==> config.mk <==
export PLATFORM = sky130hd
export DESIGN_NAME = mc_fifo_bridge
export DESIGN_NICKNAME = d
export VERILOG_FILES = /design/src/rtl/mc_fifo_bridge.sv
export SDC_FILE = /design/constraint.sdc
export NUM_CORES = 1
export LEC_CHECK = 0
export ABC_AREA = 1
export ABC_CLOCK_PERIOD_IN_PS = 3150
export CORE_MARGIN = 1.5
export CORE_UTILIZATION = 45
export DETAILED_ROUTE_END_ITERATION = 10
export PLACE_DENSITY = 0.76
export SYNTH_ARGS = -nofsm -noshare
export SYNTH_HDL_FRONTEND = slang
export SYNTH_SLANG_ARGS = --single-unit
export TNS_END_PERCENT = 30
==> constraint.sdc <==
create_clock -name clock -period 3.15 [get_ports clock]
set_clock_uncertainty 0.2 [all_clocks]
set_input_delay 0.63 -clock clock [delete_from_list [all_inputs] [get_ports clock]]
set_output_delay 0.63 -clock clock [all_outputs]
set_load 0.03 [all_outputs]
==> src/rtl/mc_fifo_bridge.sv <==
// MCU-to-core bridge: synchronises raw asynchronous MCU strobes, commits
// register writes/reads once per strobe, and moves words through a TX FIFO
// (MCU -> core) and an RX FIFO (core -> MCU), with status, sticky error
// flags, a maskable level interrupt and a bank of generic R/W registers.
module mc_fifo_bridge #(
    parameter int DATA_WIDTH = 16,
    parameter int ADD_WIDTH  = 6,
    parameter int FIFO_DEPTH = 4,
    parameter int N_REGS     = 4,
    parameter int REG_BASE   = 'h10
) (
    input  logic                         clock,
    input  logic                         reset,
    input  logic                         mc_ce,
    input  logic                         mc_we,
    input  logic                         mc_oe,
    input  logic [ADD_WIDTH-1:0]         mc_add,
    input  logic [DATA_WIDTH-1:0]        mc_din,
    output logic [DATA_WIDTH-1:0]        mc_dout,
    output logic                         mc_doe,
    output logic                         tx_valid,
    output logic [DATA_WIDTH-1:0]        tx_data,
    input  logic                         tx_ready,
    input  logic                         rx_valid,
    input  logic [DATA_WIDTH-1:0]        rx_data,
    output logic                         rx_ready,
    output logic [N_REGS*DATA_WIDTH-1:0] regs_out,
    output logic                         irq
);
    localparam int PW = $clog2(FIFO_DEPTH);
    localparam int CW = PW + 1;
    localparam logic [CW-1:0]        FULL_CNT = CW'(FIFO_DEPTH);
    localparam logic [ADD_WIDTH-1:0] A_FIFO   = '0;
    localparam logic [ADD_WIDTH-1:0] A_STAT   = ADD_WIDTH'(1);
    localparam logic [ADD_WIDTH-1:0] A_IRQE   = ADD_WIDTH'(2);

    logic ce_s1_q, ce_s2_q, we_s1_q, we_s2_q, oe_s1_q, oe_s2_q;
    logic we_d1_q, oe_d1_q;
    logic [1:0] flush_q;
    logic live_q, wr_arm_q, rd_arm_q;
    logic [ADD_WIDTH-1:0]  wr_add_q, rd_add_q;
    logic [DATA_WIDTH-1:0] wr_din_q;
    logic wr_rise, rd_rise, wr_commit, rd_commit;

    logic [DATA_WIDTH-1:0] tx_mem_q [FIFO_DEPTH];
    logic [DATA_WIDTH-1:0] rx_mem_q [FIFO_DEPTH];
    logic [PW-1:0] tx_wp_q, tx_rp_q, rx_wp_q, rx_rp_q;
    logic [CW-1:0] tx_cnt_q, rx_cnt_q, tx_cnt_d, rx_cnt_d;
    logic tx_full, tx_empty, rx_full, rx_empty;
    logic tx_push_req, tx_push, tx_pop, rx_push, rx_pop_req, rx_pop;
    logic tx_ovf_q, rx_udf_q, tx_ovf_d, rx_udf_d, stat_clr;
    logic [3:0] irq_en_q;
    logic [DATA_WIDTH-1:0] regs_q [N_REGS];
    logic [DATA_WIDTH-1:0] status;

    // Commit decode: a strobe only commits if it was armed after the bus was
    // seen idle since reset, so a strobe straddling reset never commits.
    assign wr_rise   = we_s2_q && !we_d1_q;
    assign rd_rise   = oe_s2_q && !oe_d1_q;
    assign wr_commit = wr_rise && wr_arm_q;
    assign rd_commit = rd_rise && rd_arm_q && we_s2_q;

    // Strobe synchronisers, edge history and per-strobe arming.
    always_ff @(posedge clock or negedge reset) begin
        if (!reset) begin
            ce_s1_q  <= 1'b1;
            ce_s2_q  <= 1'b1;
            we_s1_q  <= 1'b1;
            we_s2_q  <= 1'b1;
            oe_s1_q  <= 1'b1;
            oe_s2_q  <= 1'b1;
            we_d1_q  <= 1'b1;
            oe_d1_q  <= 1'b1;
            flush_q  <= '0;
            live_q   <= 1'b0;
            wr_arm_q <= 1'b0;
            rd_arm_q <= 1'b0;
        end else begin
            ce_s1_q <= mc_ce;
            ce_s2_q <= ce_s1_q;
            we_s1_q <= mc_we;
            we_s2_q <= we_s1_q;
            oe_s1_q <= mc_oe;
            oe_s2_q <= oe_s1_q;
            we_d1_q <= we_s2_q;
            oe_d1_q <= oe_s2_q;
            flush_q <= {flush_q[0], 1'b1};
            if (flush_q[1] && we_s2_q && oe_s2_q) live_q <= 1'b1;
            if (wr_rise) wr_arm_q <= 1'b0;
            else if (live_q && !we_s2_q && !ce_s2_q) wr_arm_q <= 1'b1;
            if (rd_rise) rd_arm_q <= 1'b0;
            else if (live_q && !oe_s2_q && !ce_s2_q) rd_arm_q <= 1'b1;
        end
    end

    // Address/data capture while the strobe is held low.
    always_ff @(posedge clock) begin
        if (!we_s2_q && !ce_s2_q) begin
            wr_add_q <= mc_add;
            wr_din_q <= mc_din;
        end
        if (!oe_s2_q && !ce_s2_q) rd_add_q <= mc_add;
    end

    assign tx_full     = (tx_cnt_q == FULL_CNT);
    assign tx_empty    = (tx_cnt_q == '0);
    assign rx_full     = (rx_cnt_q == FULL_CNT);
    assign rx_empty    = (rx_cnt_q == '0);
    assign tx_valid    = !tx_empty;
    assign tx_data     = tx_mem_q[tx_rp_q];
    assign rx_ready    = !rx_full;
    assign tx_push_req = wr_commit && (wr_add_q == A_FIFO);
    assign tx_pop      = tx_valid && tx_ready;
    assign tx_push     = tx_push_req && (!tx_full || tx_pop);
    assign rx_push     = rx_valid && rx_ready;
    assign rx_pop_req  = rd_commit && (rd_add_q == A_FIFO);
    assign rx_pop      = rx_pop_req && !rx_empty;
    assign stat_clr    = wr_commit && (wr_add_q == A_STAT);
    assign mc_doe      = !mc_oe && !mc_ce;

    // FIFO occupancy and sticky flags; a flag set beats a same-cycle clear.
    always_comb begin
        tx_cnt_d = tx_cnt_q;
        rx_cnt_d = rx_cnt_q;
        if (tx_push && !tx_pop) tx_cnt_d = tx_cnt_q + CW'(1);
        else if (!tx_push && tx_pop) tx_cnt_d = tx_cnt_q - CW'(1);
        if (rx_push && !rx_pop) rx_cnt_d = rx_cnt_q + CW'(1);
        else if (!rx_push && rx_pop) rx_cnt_d = rx_cnt_q - CW'(1);
        tx_ovf_d = (tx_ovf_q && !(stat_clr && wr_din_q[4])) ||
                   (tx_push_req && tx_full && !tx_pop);
        rx_udf_d = (rx_udf_q && !(stat_clr && wr_din_q[5])) ||
                   (rx_pop_req && rx_empty);
    end

    // FIFO pointers, counts, flags, irq enable, generic registers and irq.
    always_ff @(posedge clock or negedge reset) begin
        if (!reset) begin
            tx_wp_q  <= '0;
            tx_rp_q  <= '0;
            rx_wp_q  <= '0;
            rx_rp_q  <= '0;
            tx_cnt_q <= '0;
            rx_cnt_q <= '0;
            tx_ovf_q <= 1'b0;
            rx_udf_q <= 1'b0;
            irq_en_q <= '0;
            irq      <= 1'b0;
            for (int i = 0; i < N_REGS; i++) regs_q[i] <= '0;
        end else begin
            if (tx_push) tx_wp_q <= tx_wp_q + PW'(1);
            if (tx_pop)  tx_rp_q <= tx_rp_q + PW'(1);
            if (rx_push) rx_wp_q <= rx_wp_q + PW'(1);
            if (rx_pop)  rx_rp_q <= rx_rp_q + PW'(1);
            tx_cnt_q <= tx_cnt_d;
            rx_cnt_q <= rx_cnt_d;
            tx_ovf_q <= tx_ovf_d;
            rx_udf_q <= rx_udf_d;
            if (wr_commit && (wr_add_q == A_IRQE)) irq_en_q <= wr_din_q[3:0];
            if (wr_commit) begin
                for (int i = 0; i < N_REGS; i++) begin
                    if (wr_add_q == ADD_WIDTH'(REG_BASE + i)) regs_q[i] <= wr_din_q;
                end
            end
            irq <= |(irq_en_q & {rx_udf_q, tx_ovf_q, tx_empty, !rx_empty});
        end
    end

    // FIFO storage.
    always_ff @(posedge clock) begin
        if (tx_push) tx_mem_q[tx_wp_q] <= wr_din_q;
        if (rx_push) rx_mem_q[rx_wp_q] <= rx_data;
    end

    // Status word and MCU read mux, driven straight from the raw address.
    always_comb begin
        status       = '0;
        status[0]    = tx_full;
        status[1]    = tx_empty;
        status[2]    = rx_full;
        status[3]    = rx_empty;
        status[4]    = tx_ovf_q;
        status[5]    = rx_udf_q;
        status[15:8] = 8'(rx_cnt_q);
        mc_dout = '0;
        if (mc_add == A_FIFO) mc_dout = rx_empty ? '0 : rx_mem_q[rx_rp_q];
        else if (mc_add == A_STAT) mc_dout = status;
        else if (mc_add == A_IRQE) mc_dout = DATA_WIDTH'(irq_en_q);
        for (int i = 0; i < N_REGS; i++) begin
            if (mc_add == ADD_WIDTH'(REG_BASE + i)) mc_dout = regs_q[i];
        end
    end

    // Flatten the register bank, register 0 in the LSBs.
    always_comb begin
        regs_out = '0;
        for (int i = 0; i < N_REGS; i++) regs_out[i*DATA_WIDTH +: DATA_WIDTH] = regs_q[i];
    end
endmodule

==> metrics.csv <==
metric;value;unit
clkSinkCount;254;
grt_start_max_net_pins;52;
hpwl;18000;um
dp.cells;1389;
drc;0;
cp.arrival;2.15;ns
combPwrFrac;21.4;%
crit_fanout;33;
ys_ff_latch;254;
cp-start-kind;register;
power-per-cell-area;677;mW/mm2
syn_inst;950;
pre_cts_slack;-0.0933;ns
gp_congestion;0.896;
maxSlewViolCount;0;
worstSetupPathType;reg2out;
cts_tree;built;
diodes;0;
numPortBuffers;144;
final_cells;1440;
tns;0;ns
fmax;335;MHz
path_clk_slew;0.06;ns
synth-compound-area-share;8.59;%
maxSlewHeadroom;53.6;%
yosys.area_share.adder;1.59;%
numCtsBuffers;27;
die-height;155;um
antenna_found_initial;0;
synth_top_family_by_area;simple AND/OR/NAND/NOR gates;
grt_pass1_wl;40600;um
critPathRequiredTime;2.32;ns
ys_seq_area_share;68.8;%
netlist_area;0.0104;mm2
ys_top_cells_by_area;edfxtp_1, dfrtp_1, nand2_1;
outcome;complete, no violations;
die_area;0.0240;mm2
intPower;6.38;mW
p_seq_share;44.4;%
clockRootBuffer;clkbuf_16;
die_width;155;um
avgRoutedWirePerCell;18.1;um
initial_utilization;45.9;%
globalRouteTotalUtil;21.9;%
syn2layout_area_growth;28.7;%
overflow;0;
hold_viol;0;
fin_crit_sh;94.8;%
grt_pass1_vias;7434;
synth.net_count;1007;
rsz0062_at_grt;false;
drive_gt1_share;11.7;%
end_kind;output port;
clock_path_buffers;3;
fillers;1782;
core;0.0226;mm2
swShare;29.5;%
routed_wl;26000;um
switchingPower;2.67;mW
via_per_inst;5.31;
drtPass1Iterations;6;
cts-htree-levels;1;
yosysWarnings;0;
tightest_slew;0.689;ns
synthXorXnorAreaFrac;0.759;%
power.leakage;5.49;nW
yosys.area.top_type;edfxtp_1;
drt_iter0_markers;558;
maxCapViolCount;0;
num_vias;7640;
insertion_delay;0.53;ns
synthDistinctLibCells;38;
regArea;0.00715;mm2
finalCriticalPeriod;2.98;ns
antenna_left;0;
p_clk_share;34.2;%
avgSynthCellArea;10.9;um2
multi_input_area;0.00279;mm2
fin_util;59.0;%
synthMuxAreaShare;0;%
synth_simple_gate_area_share;15.5;%
hold_path.class;reg2reg;
ios;145;
std_cell_rows;55;
setup_slack;0.165;ns
finalNetCount;1192;
ir_drop;374;uV
yosysTopAreaCellShare;45.1;%
setup_viol_count_final;0;
-- path summary, 6_finish.rpt --
check                                start           to  slack (ns)  depth (start not counted)
worst max-delay path            rx_rp_q[0]   mc_dout[3]        0.17                          9
worst min-delay path            flush_q[0]   flush_q[1]        0.15                          0
worst max register to register     we_s2_q  tx_cnt_q[2]        0.35                         12
worst min register to register  flush_q[0]   flush_q[1]        0.15                          0
max in group asynchronous            reset  regs_out[7]        1.57                          3
min in group asynchronous            reset       live_q        0.47                          2
-- kinds of logic after synthesis --
logic type,after synthesis
simple gates,382
flops,254
compound gates,169
buf+inv,123
fa+ha+maj,12
xor+xnor,9
other cells,1
-- critical path, stage by stage, from the launching register on --
cell and delay, ns:
dfrtp_1 0.41, buf_6 0.27, nand2_1 0.10, nand3_1 0.08, nand2_1 0.09, nand2_1 0.09
nand3_1 0.07, nor2_1 0.13, nand3_1 0.16, buf_4 0.21
-- synthesized netlist by cell type --
| cell type | n |
|---|---|
| nand2_1 | 199 |
| edfxtp_1 | 156 |
| nor2_1 | 113 |
| dfrtp_1 | 90 |
| o21ai_0 | 90 |
| inv_1 | 87 |
| o21ai_1 | 48 |
| nand3_1 | 41 |
| clkbuf_1 | 18 |
| o22ai_1 | 16 |
| buf_2 | 14 |
| ha_1 | 10 |
| nand4_1 | 9 |
| dfstp_2 | 8 |
| xor2_1 | 7 |
| a21boi_0 | 6 |
| a21oi_1 | 5 |
| nand3_2 | 3 |
| fa_1 | 2 |
| inv_2 | 2 |
| nor2_2 | 2 |
| nor3_1 | 2 |
| nor3_2 | 2 |
| nor4_1 | 2 |
| nor4_4 | 2 |
| or2_0 | 2 |
| or2_2 | 2 |
| xnor2_1 | 2 |
| a21boi_1 | 1 |
| a22oi_1 | 1 |
| a31o_2 | 1 |
| buf_1 | 1 |
| buf_6 | 1 |
| conb_1 | 1 |
| nor2_4 | 1 |
| nor3b_2 | 1 |
| o211ai_1 | 1 |
| or2_1 | 1 |
-- area by class of cell --
cell class	count	share of cell area (%)
Clock buffer	43	6.11
Clock inverter	6	0.431
Inverter	89	2.56
Tap cell	285	2.67
Sequential cell	254	53.5
Timing Repair Buffer	190	13.9
Multi-Input combinational cell	573	20.9
-- through the flow --
stage / power (mW) / hold WS, ns / instance area [um2]
after floorplan: 5.19 / 0.131 / 10400
after global placement: 5.98 / 0.143 / 12400
after detailed placement: 6.04 / 0.145 / 12400
after CTS: 9.11 / 0.156 / 13300
after global routing: 9.43 / 0.154 / 13400
final: 9.05 / 0.150 / 13400
-- flip-flops by register name (all words and copies together), names as in the netlist, 4 cells and up --
signal	count
rd_add_q	6
irq_en_q	4
regs_out	64
tx_mem_q	64
wr_din_q	16
rx_mem_q	64
wr_add_q	6
-- per-layer routing --
layer,up-vias,global-route usage [%],routed length (um)
li1,3564,-,-
met1,3704,29.5,10800
met2,316,35.6,12300
met3,56,4.40,2100
met4,0,7.46,877
met5,-,0,0
-- power by group through the flow --
stage	combinational, mW	sequential, mW	clock [mW]
global route	2.11	4.05	3.27
finish	1.94	4.02	3.10
global placement	1.92	4.07	0
floorplan	1.08	4.11	0
CTS	1.96	4.02	3.13
detailed placement	1.97	4.08	0
-- placed cells by master (no fill, tap or decap), types with 3 or more instances in the layout --
master,n
a21boi_0,6
a21oi_1,5
buf_12,6
buf_4,57
clkbuf_1,9
clkbuf_16,28
clkbuf_8,6
clkdlybuf4s50_1,105
clkinv_2,3
dfrtp_1,90
dfstp_2,8
dlygate4sd2_1,4
dlymetal6s2s_1,16
edfxtp_1,156
ha_1,10
inv_1,85
nand2_1,198
nand3_1,39
nand3_2,4
nand4_1,9
nor2_1,110
nor2_2,4
o21ai_0,88
o21ai_1,50
o22ai_1,16
xor2_1,7
-- what timing repair did --
action | 4_1_cts | 5_1_grt
hold buffers | 1 | 0
endpoints found under the setup margin | 15 | 27
buffers inserted | 0 | 1
pin swaps | 0 | 3
resized for setup | 7 | 26
hold endpoints to repair | 39 | 0
Power figures use the tool's default switching activity.
